File: config.mk
export PLATFORM = sky130hd
export DESIGN_NAME = bht_predictor
export DESIGN_NICKNAME = d
export VERILOG_FILES = /design/src/rtl/bp_pkg.sv /design/src/rtl/sat_counter2.sv /design/src/rtl/bht_predictor.sv
export SDC_FILE = /design/constraint.sdc
export NUM_CORES = 1
export LEC_CHECK = 0
export ABC_AREA = 1
export ABC_CLOCK_PERIOD_IN_PS = 3200
export CAP_MARGIN = 20
export CORE_ASPECT_RATIO = 0.8
export CORE_MARGIN = 10
export CORE_UTILIZATION = 55
export CTS_CLUSTER_SIZE = 30
export DETAILED_ROUTE_END_ITERATION = 10
export HOLD_SLACK_MARGIN = 0.06
export PLACE_DENSITY_LB_ADDON = 0.15
export REMOVE_ABC_BUFFERS = 1
export SKIP_CTS_REPAIR_TIMING = 1
export SLEW_MARGIN = 20
export SYNTH_ARGS = -nofsm -noshare
export SYNTH_HDL_FRONTEND = slang
export SYNTH_SLANG_ARGS = --single-unit
File: constraint.sdc
create_clock -name clk_i -period 3.2 [get_ports clk_i]
set_input_delay 0.64 -clock clk_i [delete_from_list [all_inputs] [get_ports clk_i]]
set_output_delay 0.64 -clock clk_i [all_outputs]
set_load 0.01 [all_outputs]
File: src/rtl/bp_pkg.sv
// Shared types and constants for the branch direction predictor: the 2-bit
// saturating counter type, its four named states and the default table size.
package bp_pkg;

  typedef logic [1:0] cnt_t;

  localparam cnt_t CNT_SNT = 2'b00;
  localparam cnt_t CNT_WNT = 2'b01;
  localparam cnt_t CNT_WT  = 2'b10;
  localparam cnt_t CNT_ST  = 2'b11;

  localparam int BP_INDEX_WIDTH = 6;

endpackage

File: src/rtl/sat_counter2.sv
// Next-state function of a 2-bit saturating direction counter:
// taken moves toward strongly-taken, not-taken toward strongly-not-taken.
module sat_counter2
  import bp_pkg::*;
(
  input  logic [1:0] cnt_i,
  input  logic       taken_i,
  output logic [1:0] cnt_o
);

  always_comb begin
    cnt_o = cnt_i;
    case (cnt_t'(cnt_i))
      CNT_SNT: cnt_o = taken_i ? CNT_WNT : CNT_SNT;
      CNT_WNT: cnt_o = taken_i ? CNT_WT  : CNT_SNT;
      CNT_WT:  cnt_o = taken_i ? CNT_ST  : CNT_WNT;
      CNT_ST:  cnt_o = taken_i ? CNT_ST  : CNT_WT;
      default: cnt_o = cnt_i;
    endcase
  end

endmodule

File: src/rtl/bht_predictor.sv
// Branch history table predictor: turns the fetch parser's next PC into the final
// predicted next PC. Define BHT_GSHARE_EN to XOR a resolution-time global history into the index.
module bht_predictor
  import bp_pkg::*;
#(
  parameter int INDEX_WIDTH = BP_INDEX_WIDTH,
  parameter int CNT_WIDTH   = 32
) (
  input  logic                   clk_i,
  input  logic                   rst_ni,
  input  logic [31:0]            pc_i,
  input  logic [31:0]            parser_pc_next_i,
  input  logic                   is_branch_i,
  output logic [31:0]            pc_next_o,
  output logic                   pred_taken_o,
  output logic [INDEX_WIDTH-1:0] pred_index_o,
  input  logic                   update_en_i,
  input  logic [INDEX_WIDTH-1:0] update_index_i,
  input  logic                   update_taken_i,
  input  logic                   mispredict_i,
  output logic [CNT_WIDTH-1:0]   branch_cnt_o,
  output logic [CNT_WIDTH-1:0]   miss_cnt_o
);

  localparam int ENTRIES = 1 << INDEX_WIDTH;

  cnt_t                   cnt_table [ENTRIES];
  logic [ENTRIES-1:0]     wr_en;
  logic [INDEX_WIDTH-1:0] idx;
  cnt_t                   rd_cnt;
  logic [1:0]             upd_next;
  logic [CNT_WIDTH-1:0]   branch_cnt_reg;
  logic [CNT_WIDTH-1:0]   miss_cnt_reg;

`ifdef BHT_GSHARE_EN
  logic [INDEX_WIDTH-1:0] ghr_reg;

  // History advances only on resolved branches, so it never needs repair.
  always_ff @(posedge clk_i or negedge rst_ni) begin
    if (!rst_ni) begin
      ghr_reg <= '0;
    end else if (update_en_i) begin
      ghr_reg <= {ghr_reg[INDEX_WIDTH-2:0], update_taken_i};
    end
  end

  assign idx = pc_i[INDEX_WIDTH+1:2] ^ ghr_reg;
`else
  assign idx = pc_i[INDEX_WIDTH+1:2];
`endif

  // Prediction reads the registered table directly: a same-cycle update is not bypassed.
  assign rd_cnt       = cnt_table[idx];
  assign pred_index_o = idx;
  assign pred_taken_o = is_branch_i & rd_cnt[1];
  assign pc_next_o    = (is_branch_i & ~rd_cnt[1]) ? pc_i + 32'd4 : parser_pc_next_i;

  sat_counter2 u_sat (
    .cnt_i   (cnt_table[update_index_i]),
    .taken_i (update_taken_i),
    .cnt_o   (upd_next)
  );

  generate
    for (genvar gi = 0; gi < ENTRIES; gi++) begin : g_entry
      assign wr_en[gi] = update_en_i && (update_index_i == INDEX_WIDTH'(gi));

      always_ff @(posedge clk_i or negedge rst_ni) begin
        if (!rst_ni) begin
          cnt_table[gi] <= CNT_WNT;
        end else if (wr_en[gi]) begin
          cnt_table[gi] <= upd_next;
        end
      end
    end
  endgenerate

  always_ff @(posedge clk_i or negedge rst_ni) begin
    if (!rst_ni) begin
      branch_cnt_reg <= '0;
      miss_cnt_reg   <= '0;
    end else if (update_en_i) begin
      branch_cnt_reg <= branch_cnt_reg + CNT_WIDTH'(1);
      if (mispredict_i) begin
        miss_cnt_reg <= miss_cnt_reg + CNT_WIDTH'(1);
      end
    end
  end

  assign branch_cnt_o = branch_cnt_reg;
  assign miss_cnt_o   = miss_cnt_reg;

endmodule

# ---- Word-level counts from Yosys, hierarchy flattened
# Index checks and enable logic that the tools add are counted.
dict set report word_totals {
  register_bits 192
  word_cells 221
  in_bits 76
  output_inout_bits 103
}
dict set report classes {
  bitwise_logic 5
  n_reduce_logical 67
  eq_ne 66
  magnitude_cmp 2
  addsub 3
  mux 12
}
# op count
set op_table {}
lappend op_table {{equality test 6 bit (second input constant)} 32}
lappend op_table {{equality test 6 x 5 -> 1 bit (second input constant)} 16}
lappend op_table {{adder 32 x 1 -> 32 bit (second input constant)} 2}
lappend op_table {{logical AND 1 bit} 64}
lappend op_table {{equality test 6 x 4 -> 1 bit (second input constant)} 8}
lappend op_table {{adder 32 x 3 -> 32 bit (second input constant)} 1}
lappend op_table {{2-to-1 mux 32 bit} 1}
lappend op_table {{binary-select mux 2 bit (select 6 bit)} 2}
lappend op_table {{equality test 6 x 3 -> 1 bit (second input constant)} 4}
lappend op_table {{greater-or-equal comparator 7 bit (second input constant)} 2}
lappend op_table {{NOT 6 -> 7 bit} 2}
lappend op_table {{equality test 6 x 2 -> 1 bit (second input constant)} 2}
lappend op_table {{2-to-1 mux 2 bit} 6}
lappend op_table {{case mux 2 bit (4 select lines)} 1}
lappend op_table {{equality test 6 x 1 -> 1 bit (second input constant)} 1}
lappend op_table {{zero test 6 bit} 1}
lappend op_table {{equality test 2 bit (second input constant)} 2}
lappend op_table {{bitwise AND 1 bit} 2}
lappend op_table {{equality test 2 x 1 -> 1 bit (second input constant)} 1}
lappend op_table {{zero test 2 bit} 1}
lappend op_table {{2-to-1 mux 1 bit} 2}
lappend op_table {{AND reduction 2 bit} 1}
lappend op_table {{NOT 1 bit} 1}

# ---- Logic depth before layout (Yosys ltp)
# Gate-level depths: netlist (run 1).
dict set report depth {
  depth_word 7
  depth_mapped 19
  depth_no_buf 15
}

# ---- By module
# From an unflattened synthesis (run 1), not the netlist that was laid out.
dict set report unflattened {
  cells_unflattened 1458
  area_unflattened_um2 11099.4
}
# module cells_per_inst instances area_each_um2 seq_area_each_um2
set modules_own_cells {}
lappend modules_own_cells {bht_predictor 1453 1 11078.1 4884.7}
lappend modules_own_cells {sat_counter2 5 1 21.3 0.0}

# ---- Worst setup path after synthesis (run 1)
# Ideal clock, no wire load.
dict set report synth_timing {
  kind {in2out}
  from {input pc_i[3]}
  to {output pc_next_o[25]}
  setup_slack_ns 0.419
  required_ns 2.560
  path_stages 9
  t_arrival_ns 2.141
  n_path_buf 2
  path_cell_list {buf_4 -> buf_4 -> nand3_1 -> nor3_1 -> nand3_1 -> nor3_1 -> xor2_1 -> nand4_1 -> nand2_1}
}
dict set report synth_between {
  elab_chain_cells 7
  word_cells_on_any_way 8
  cone_classes {1 x add/sub; 4 x mux; 3 x bitwise}
}
# item line
set synth_rtl {}
lappend synth_rtl {{start, declared} bht_predictor.sv:11} ;# input logic [31:0] pc_i,
lappend synth_rtl {{NOT 6 -> 7 bit (not written as such)} bht_predictor.sv:53} ;# assign rd_cnt = cnt_table[idx];
lappend synth_rtl {{binary-select mux 2 bit (select 6 bit)} bht_predictor.sv:53}
lappend synth_rtl {{2-to-1 mux 2 bit (not written as such) (2 in series)} bht_predictor.sv:53}
lappend synth_rtl {{NOT 1 bit} bht_predictor.sv:56} ;# assign pc_next_o = (is_branch_i & ~rd_cnt[1]) ? pc_i + 32'd4 : parser_pc_next_i;
lappend synth_rtl {{bitwise AND 1 bit} bht_predictor.sv:56}
lappend synth_rtl {{2-to-1 mux 32 bit *} bht_predictor.sv:56}
lappend synth_rtl {{end, declared} bht_predictor.sv:14} ;# output logic [31:0] pc_next_o,
# Mark *: on every way between the ends. The rest lies on a longest branch, timed or not. The select of a mux whose other input is x is not followed.

# ---- Worst setup path in the final report (run 1)
dict set report layout_timing {
  from {input pc_i[3]}
  to {output pc_next_o[7]}
}
# Same word-level chain as after synthesis.

==> key figures, run 1 <==
Setup path
  – Crit start category: primary input
  – WP data required: around 2.6 ns
  – RR Endpoint: branch_cnt_o[30]$_DFFE_PN0P_
  – R2R setup slack: 0.93 ns
  – Crit Path Category: primary input to output port
  – Critical Path Sink Type: output port
  – Register-to-Register Path Depth: 11
  – Worst reg2reg path startpoint: branch_cnt_o[0]$_DFFE_PN0P_
  – Critical Path AT: 2.51 ns
  – Worst Path Max Fanout: 8

Route
  – Wire per inst: 18.4 um
  – Total number of vias: between 10000 and 15000
  – Remaining antenna violation count: 0
  – Routed WL: 42000 um
  – Starting DRC count in detailed routing: 1601
  – DRT Pass-1 Iters: 5
  – DR vias/cell: 5.62
  – Remaining DRCs: 0

Global routing
  – Total GRT Usage: 28.5%
  – First-pass GRT wire length: 63100 um
  – GRT overflow: 0
  – Largest net degree at the start of global routing: 86
  – Vias in the first global route: 12000
  – Initial antenna violation count: 1

Power and ir drop
  – Maximum VDD drop: 0.481 mV
  – Total Power: 6610 uW
  – PwrDens: between 400 and 500 nW/um^2
  – Leak: 0.00770 uW

Place
  – Placed Area: ~15000 um^2
  – DP Cell Count: 2225
  – Post-DP HPWL: 28700 um
  – Routability cong.: 0.977
  – Port Buffers: 178

Logic synthesis
  – Ranking of synthesized cells by area: dfrtp_1 27%, nand2_1 21%, dfstp_2 14%
  – Post-Syn Area: about 12000 um^2
  – Yosys Warn Count: 0
  – Mean Syn Cell Area: 6.84 um^2
  – Synth top area share: a little over a quarter
  – Register area share after synthesis: 41.0%
  – Area leader, netlist: dfrtp_1
  – Distinct cell type count after synthesis: 34
  – Yosys reg bits: 192
  – Post-Syn Instances: 1743

Clock network
  – Worst-skew pair later-pin latency: 0.45 ns
  – H-tree depth: 4
  – Clock slew at reported path FFs: 0.08 ns
  – Clock buffer count from CTS: 17
  – Clock Tree Buf Depth: 2
  – Sink Count: 192
  – Root buffer cell: clkbuf_16
  – CTS tree: done

Cells and area
  – Final Util: about 73%
  – Area growth syn-to-layout: 32.1%
  – Footprint of the multi-input gates: between 6000 and 7000 um^2
  – Fraction of layout cells with a size suffix above 1: 15.3%
  – Register area: between 4000 and 5000 um^2
  – Post-Layout Cell Count: 2277
  – Layout fillers: 1665
  – Final instance area: approximately 16000 um^2
  – Layout Nets: 2067

Timing
  – Setup_tns: 0 ns
  – Final hold vios: 0
  – # setup viols final: 0
  – Slew Limit Fails: 0
  – Post-layout min period: about 3.1 ns
  – Worst Max-Slew Pin Slew: 0.772 ns
  – Skew final: 0.00975 ns
  – Post-route clock period utilization: a little over nine tenths
  – Highest Clock Rate: 317 MHz
  – Normalized max-slew margin: about half

Run status
  – Run status: finished clean

Flow run
  – MaxCap Viol Count: 0

Floorplan
  – Top Ports: 179
  – Die Ht: about 150 um
  – Num rows: 48
  – Core area: 21400 um^2
  – Die Wd: between 150 and 200 um
  – Starting Density: 55.6%
  – Die area: 28000 um^2

Worst hold path
  – Tightest Hold Check Type: primary input to async pin
-- cell usage after synthesis, drive strengths merged --
library cell	count
nor2	174
nor3	45
buf	62
nand3b	2
o22ai	2
clkinv	5
dfrtp	128
dfstp	64
ha	3
nor3b	3
xor2	57
nand2	678
o21bai	1
nor4	4
a21boi	1
o21ai	46
nand4	60
nand3	175
clkbuf	16
a21oi	19
o211ai	7
xnor2	30
inv	160
mux2	1
-- per-stage QoR --
step | hold slack [ns] | setup WS (ns)
after floorplan | 0.344 | -1.20
after global placement | 0.454 | -0.728
after detailed placement | 0.457 | -0.828
after CTS | 0.277 | -0.841
after global routing | 0.314 | -0.0694
final | 0.266 | 0.0503
-- area by class of cell --
cell class                      count  area share, %
Tap cell                          275           2.18
Multi-Input combinational cell   1308           39.1
Clock inverter                     15           1.09
Inverter                          165           4.06
Antenna cell                        1         0.0159
Timing Repair Buffer              304           19.9
Clock buffer                       17           2.70
Sequential cell                   192           31.0
-- state kept, by name (all words and copies together) (netlist names) --
name	cells
cnt_table	128
branch_cnt_o	32
miss_cnt_o	32
-- critical path, stage by stage --
cell	delay (ns)
buf_2	0.14
buf_12	0.15
buf_6	0.13
nor2_1	0.14
o21ai_2	0.07
o211ai_1	0.08
nand3_1	0.18
nand2_1	0.12
nand3_2	0.06
nand2_2	0.09
clkinv_4	0.09
nand3_4	0.16
clkbuf_16	0.18
nand2_1	0.06
nand2_1	0.06
clkbuf_2	0.14
-- worst max path at each step --
| stage | start | end | slack, ns | cells after the start |
|---|---|---|---|---|
| final | pc_i[3] | pc_next_o[7] | 0.05 | 16 |
| after global routing | pc_i[11] | pc_next_o[20] | -0.07 | 11 |
| after CTS | pc_i[3] | pc_next_o[22] | -0.84 | 14 |
| after detailed placement | pc_i[2] | pc_next_o[22] | -0.83 | 14 |
| after global placement | pc_i[2] | pc_next_o[22] | -0.73 | 14 |
| after floorplan | update_index_i[1] | cnt_table[101]$_DFFE_PN0P_ | -1.20 | 12 |
-- logic make-up after synthesis --
| logic type | share of synthesized area (%) |
|---|---|
| compound gates | 3.40 |
| xor+xnor | 6.39 |
| fa+ha+maj | 0.315 |
| buf+inv | 8.74 |
| flops | 41.0 |
| mux | 0.0944 |
| simple gates | 40.1 |
-- placed cells by master (no fill, tap or decap), drive strengths merged, types with 45 or more instances in the layout --
cell	count
nand2	678
nand3	175
nor2	174
inv	167
clkdlybuf4s50	134
dfrtp	128
buf	125
dfstp	64
nand4	60
xor2	57
clkbuf	53
o21ai	46
nor3	45
-- power by group --
| group | internal, uW | switching (uW) | total, uW |
|---|---|---|---|
| Sequential | 2710 | 180 | 2890 |
| Clock | 1110 | 1080 | 2190 |
| Combinational | 681 | 856 | 1540 |
-- routing by layer --
metal	global-route usage [%]	vias to the layer above	wire (um)
li1	-	5990	-
met1	38.9	5933	17200
met2	42.9	755	18400
met3	7.39	119	5020
met4	10.5	0	1440
met5	0	-	0
Note: power is estimated with default switching activity, not from simulation.
==> inputs of run 2 (changes only) <==
--- a/config.mk
+++ b/config.mk
@@ -20,4 +20,5 @@
 export SLEW_MARGIN = 20
 export SYNTH_ARGS = -nofsm -noshare
 export SYNTH_HDL_FRONTEND = slang
+export SYNTH_HIERARCHICAL = 1
 export SYNTH_SLANG_ARGS = --single-unit
==> run 2 against run 1 <==
Net effect: wire length is 11% lower; global-route usage decreased by 1.4 points; non-clock buffer count decreased by 7; power rose by 1.8%; cell count decreased by 12%; sequential share of layout area increased by 1.1 points; synthesized area is 6.9% lower; design area shrank 3.6%; critical endpoint is now pc_next_o[19]; largest power group unchanged.
==> key figures, run 2 <==
Logic synthesis
  – Largest family of logic cells by synthesized area: simple AND/OR/NAND/NOR gates
  – Ranking of synthesized cells by area: dfrtp_1 29%, nand2_1 18%, dfstp_2 15%
  – Post-Syn Instances: 1458
  – Post-Synth XOR/XNOR Area: 6.38%
  – Yosys Warn Count: 6
  – Synth Area in Adders: less than 1%
  – Number of synthesized flops with an enable pin: 0
  – Fraction of the mapped netlist area in compound gates: 11.0%
  – Area leader, netlist: dfrtp_1
  – Post-Syn Area: 11100 um^2
  – Most frequent cell after synthesis: nand2_1
  – Synth cell count leaders: 529 x nand2_1, 143 x o21ai_0, 128 x dfrtp_1
  – Yosys reg bits: about 190
  – Register area share after synthesis: 44.0%
  – Mean Syn Cell Area: 7.61 um^2
  – Synth top area share: 28.9%
  – Distinct cell type count after synthesis: 43
  – Synth Flop Type: dfrtp_1
  – Asr flop ratio synth: 100%
  – Synth Area in Simple Gates: 32.2%
  – Mux cell area share after synthesis: 0.101%

Setup path
  – Critical Path AT: roughly 2.5 ns
  – WP data required: 2.56 ns
  – Critical Path Sink Type: output port
  – Crit start category: primary input
  – Crit Path Category: primary input to output port
  – Worst Path Max Fanout: 7
  – Register-to-Register Path Depth: 11

Floorplan
  – Starting Density: between 50% and 60%
  – Top Ports: between 150 and 200
  – Die area: 26300 um^2
  – Num rows: 46
  – Die Wd: 179 um
  – Core area: 19900 um^2
  – Die Ht: 147 um

Global routing
  – Largest net degree at the start of global routing: 83
  – Total GRT Usage: 27.1%
  – GRT overflow: 0
  – First-pass GRT wire length: 57600 um
  – Vias in the first global route: 10800
  – Initial antenna violation count: 2

Power and ir drop
  – Leak: about 0.007 uW
  – Clock Power Share: 32.0%
  – Flop pwr share: 44.6%
  – Total Power: around 6700 uW
  – Int Pwr: about 4600 uW
  – PwrDens: 443 nW/um^2
  – Maximum VDD drop: 0.488 mV
  – NetSw: between 2000 and 2500 uW
  – Net Sw Frac: 32.2%
  – Comb pwr share: 23.4%

Cells and area
  – Most frequent cells in the layout: 514 x nand2_1, 140 x o21ai_0, 132 x clkdlybuf4s50_1
  – Layout Nets: 1793
  – Area growth syn-to-layout: 36.8%
  – Fraction of layout cells with a size suffix above 1: 18.6%
  – Register area: approximately 4900 um^2
  – Final Util: between 70% and 80%
  – Commonest non-fill, non-tap cell in the layout: nand2_1
  – Layout fillers: about 1500
  – Post-Layout Cell Count: 1993
  – Footprint of the multi-input gates: 5780 um^2
  – Largest Register: cnt_table
  – Max reg flops: 128

Clock network
  – Clock Tree Buf Depth: 2
  – Sink Count: 192
  – Clock buffer count from CTS: 17
  – Clock slew at reported path FFs: ~0.080 ns
  – H-tree depth: 4
  – Worst-skew pair later-pin latency: between 0.4 and 0.5 ns
  – CTS tree: done
  – Root buffer cell: clkbuf_16

Route
  – DRT Pass-1 Iters: 8
  – Routed WL: 37400 um
  – DR vias/cell: 5.68
  – Remaining DRCs: 0
  – Remaining antenna violation count: 0
  – Total number of vias: 11300
  – Wire per inst: 18.7 um
  – Starting DRC count in detailed routing: 1241

Timing
  – Worst Max-Slew Pin Slew: approximately 0.66 ns
  – Highest Clock Rate: 315 MHz
  – Normalized max-slew margin: 55.9%
  – Final hold vios: 0
  – Slew Limit Fails: 0
  – Post-route clock period utilization: 99.1%
  – Post-layout min period: 3.17 ns
  – # setup viols final: 0
  – Skew final: 0.0174 ns

Run status
  – Run status: finished clean

Place
  – Post-DP HPWL: 26200 um
  – DP Cell Count: 1941
  – Routability cong.: between 1 and 1.5
  – Port Buffers: between 150 and 200

Flow run
  – MaxCap Viol Count: 0

Worst hold path
  – Tightest Hold Check Type: primary input to async pin
[run 2: cells by family (layout without fill, tap and decap cells)]
logic type / after synthesis / in the layout
adder cells (fa/ha/maj): 3 / 3
flip-flops: 192 / 192
AND/OR/NAND/NOR: 810 / 810
buffers and inverters: 157 / 426
XOR/XNOR: 80 / 80
multiplexers: 1 / 1
AO/OA/AOI/OAI: 215 / 215
other: 0 / 2
[run 2: critical path, stage by stage]
cell       delay [ns]
buf_12           0.12
clkinv_8         0.08
clkbuf_16        0.16
o21ai_2          0.14
nand3_2          0.11
nand3_2          0.10
nand2_2          0.06
nand2_1          0.06
nand2_1          0.06
inv_2            0.13
nand3_4          0.16
clkbuf_16        0.20
buf_8            0.14
buf_6            0.12
nand2_4          0.05
nand2_2          0.04
buf_2            0.13
[run 2: final cells by class]
cell class	instances	share of cell area, %
inverter	97	2.55
tap	264	2.17
clock inverter	15	1.27
sequential	192	32.2
antenna	2	0.0330
timing repair buffer	297	21.0
multi-input combinational	1109	38.0
clock buffer	17	2.80
[run 2: per-layer routing]
| layer | vias to the layer above | share of wire, % | global-route usage [%] |
|---|---|---|---|
| met3 | 52 | 11 | 6.97 |
| met4 | 0 | 1.5 | 6.27 |
| met2 | 583 | 45 | 40.9 |
| li1 | 5314 | - | - |
| met1 | 5379 | 43 | 38.3 |
| met5 | - | 0 | 0 |
[run 2: metrics by stage]
step                      setup WS (ns)  setup TNS, ns  hold slack [ns]  cell area [um^2]
after global placement           -0.635         -20.92            0.457             13900
after global routing            -0.0586         -0.190            0.193             15200
after detailed placement         -0.631         -23.33            0.477             13900
final                            0.0275              0            0.159             15200
after CTS                        -0.642         -19.11            0.180             14500
after floorplan                  -0.547         -49.98            0.344             10800
[run 2: final timing paths]
path                                            start                          to  slack [ns]
min in group clk_i         miss_cnt_o[31]$_DFFE_PN0P_  miss_cnt_o[31]$_DFFE_PN0P_        0.48
max in group asynchronous                      rst_ni   cnt_table[34]$_DFFE_PN1P_        2.17
max reg2reg                cnt_table[103]$_DFFE_PN0P_   cnt_table[11]$_DFFE_PN0P_        1.00
min reg2reg                miss_cnt_o[31]$_DFFE_PN0P_  miss_cnt_o[31]$_DFFE_PN0P_        0.48
min                                            rst_ni   cnt_table[91]$_DFFE_PN0P_        0.16
max                                           pc_i[2]               pc_next_o[19]        0.03
[run 2: power groups by stage]
| stage | registers (uW) | logic, uW | clock network (uW) |
|---|---|---|---|
| after floorplan | 3020 | 621 | 0 |
| after global placement | 3020 | 1460 | 0 |
| after detailed placement | 3030 | 1490 | 0 |
| after CTS | 3000 | 1500 | 2180 |
| after global routing | 3040 | 1730 | 2270 |
| final | 3000 | 1580 | 2150 |
==> inputs of run 3 (changes only) <==
--- a/config.mk
+++ b/config.mk
@@ -14,6 +14,7 @@
 export CTS_CLUSTER_SIZE = 30
 export DETAILED_ROUTE_END_ITERATION = 10
 export HOLD_SLACK_MARGIN = 0.06
+export MAX_ROUTING_LAYER = met4
 export PLACE_DENSITY_LB_ADDON = 0.15
 export REMOVE_ABC_BUFFERS = 1
 export SKIP_CTS_REPAIR_TIMING = 1
==> run 3 against run 2 <==
Net effect: combinational power down 3%; worst hold slack improved by 0.031 ns; global-route usage grew 0.41 points; non-clock buffer count is 8 lower; count of clock-buffer cells in the layout unchanged; power down 1.0%; via count decreased by 1.7%; maximum frequency rose by 1.4%; clock power is essentially flat; sequential power is essentially flat; worst setup slack better by 0.045 ns; register-to-register slack about the same.
==> key figures, run 3 (synthesized netlist as in run 2, its figures left out) <==
Floorplan
  – Core area: around 20000 um^2
  – Top Ports: 179
  – Num rows: 46
  – Die Wd: 179 um
  – Starting Density: 55.9%
  – Die area: 26300 um^2
  – Die Ht: between 100 and 150 um

Clock network
  – Worst-skew pair later-pin latency: approximately 0.45 ns
  – Clock Tree Buf Depth: 2
  – Clock buffer count from CTS: 17
  – H-tree depth: 4
  – Clock slew at reported path FFs: roughly 0.080 ns
  – CTS tree: done
  – Sink Count: 192
  – Root buffer cell: clkbuf_16

Global routing
  – Largest net degree at the start of global routing: 70
  – First-pass GRT wire length: 56600 um
  – Initial antenna violation count: 0
  – Total GRT Usage: about 28%
  – Vias in the first global route: between 10000 and 15000
  – GRT overflow: 0

Cells and area
  – Max reg flops: 128
  – Layout Nets: 1785
  – Fraction of layout cells with a size suffix above 1: 16.5%
  – Antenna diode count: 0
  – Layout fillers: 1546
  – Largest Register: cnt_table
  – Post-Layout Cell Count: just under 2000
  – Final Util: 74.7%
  – Most frequent cells in the layout: 524 x nand2_1, 142 x o21ai_0, 131 x clkdlybuf4s50_1
  – Area growth syn-to-layout: 33.7%
  – Footprint of the multi-input gates: 5670 um^2
  – Commonest non-fill, non-tap cell in the layout: nand2_1
  – Register area: slightly below 5000 um^2

Route
  – Remaining DRCs: 0
  – Routed WL: approximately 37000 um
  – Total number of vias: between 10000 and 15000
  – Wire per inst: 18.4 um
  – Remaining antenna violation count: 0
  – Starting DRC count in detailed routing: approximately 1300
  – DR vias/cell: around 5.6
  – DRT Pass-1 Iters: 5

Run status
  – Run status: finished clean

Power and ir drop
  – PwrDens: 449 nW/um^2
  – Leak: 0.00698 uW
  – Maximum VDD drop: 0.483 mV

Worst hold path
  – Tightest Hold Check Type: primary input to async pin

Timing
  – Final hold vios: 0
  – Highest Clock Rate: 320 MHz
  – Post-layout min period: 3.13 ns
  – Skew final: between 0.01 and 0.015 ns
  – Post-route clock period utilization: 97.7%
  – Slew Limit Fails: 0
  – Worst Max-Slew Pin Slew: 0.629 ns
  – Fin worst setup slack: around 0.072 ns
  – # setup viols final: 0
  – Normalized max-slew margin: about 58%
  – RSZ-0062 raised after global routing: true

Place
  – Post-DP HPWL: 26700 um
  – DP Cell Count: 1944
  – Worst Setup Slack post-DPL: -0.639 ns
  – Routability cong.: between 0.9 and 1
  – Port Buffers: 178

Setup path
  – Worst Path Max Fanout: 15
  – Critical Path AT: around 2.5 ns
  – Critical Path Sink Type: output port
  – Crit start category: primary input
  – Register-to-Register Path Depth: 10
  – WP data required: 2.56 ns
  – Crit Path Category: primary input to output port

Flow run
  – MaxCap Viol Count: 0
run 3: cell types whose count changed in the layout (fill, tap and decap cells not counted), sizes merged:
| cell | delta |
|---|---|
| inv | +4 |
| clkinv | -4 |
| diode | -2 |
| buf | -11 |
| clkdlybuf4s50 | -1 |
| dlymetal6s2s | +4 |
run 3: critical path: stages:
cell	delay [ns]
clkbuf_4	0.16
inv_2	0.11
buf_6	0.16
nand2_1	0.06
nand3_1	0.07
nand3_1	0.09
nand3_1	0.12
nand2_1	0.07
nand2_1	0.06
nand2_1	0.09
inv_4	0.12
nand3_4	0.10
clkbuf_16	0.21
buf_4	0.14
nand2_1	0.05
nand2_1	0.04
dlymetal6s2s_1	0.17
run 3: worst paths after layout:
| kind | start | endpoint | slack [ns] |
|---|---|---|---|
| setup / recovery | pc_i[2] | pc_next_o[12] | 0.07 |
| hold / removal | rst_ni | cnt_table[91]$_DFFE_PN0P_ | 0.19 |
| setup reg to reg | cnt_table[6]$_DFFE_PN1P_ | cnt_table[34]$_DFFE_PN1P_ | 1.00 |
| hold reg to reg | miss_cnt_o[31]$_DFFE_PN0P_ | miss_cnt_o[31]$_DFFE_PN0P_ | 0.47 |
| max in group asynchronous | rst_ni | cnt_table[84]$_DFFE_PN1P_ | 2.20 |
| min in group clk_i | miss_cnt_o[31]$_DFFE_PN0P_ | miss_cnt_o[31]$_DFFE_PN0P_ | 0.47 |
run 3: per-layer routing:
layer | wire length, um | vias to the layer above | global-route usage, %
li1 | - | 5291 | -
met1 | 16800 | 5315 | 38.8
met2 | 16400 | 487 | 39.7
met3 | 2790 | 47 | 6.02
met4 | 529 | 0 | 6.48
met5 | 0 | - | -
run 3: per-stage QoR:
step / setup TNS (ns) / hold slack (ns) / instance area (um^2) / power, uW
3_3_place_gp: -17.20 / 0.458 / 13900 / 4480
3_5_place_dp: -20.58 / 0.465 / 13900 / 4520
2_1_floorplan: -49.98 / 0.344 / 10800 / 3650
4_1_cts: -19.17 / 0.214 / 14500 / 6660
5_1_grt: -0.0671 / 0.237 / 14800 / 6980
6_report: 0 / 0.190 / 14800 / 6670
run 3: final cells by class:
cell class	count	area share, %
multi-input cells	1109	38.2
flip-flops and latches	192	32.9
repair buffers	289	20.1
clock buffers	17	2.87
inverters	97	2.49
well taps	264	2.23
clock inverters	15	1.14
run 3: report_power, final:
part / total, uW / switching, uW / leakage (uW) / internal, uW
Clock: 2140 / 1090 / 0.000288 / 1050
Combinational: 1530 / 818 / 0.00433 / 708
Sequential: 3000 / 240 / 0.00236 / 2760
Total: 6670 / 2140 / 0.00698 / 4520
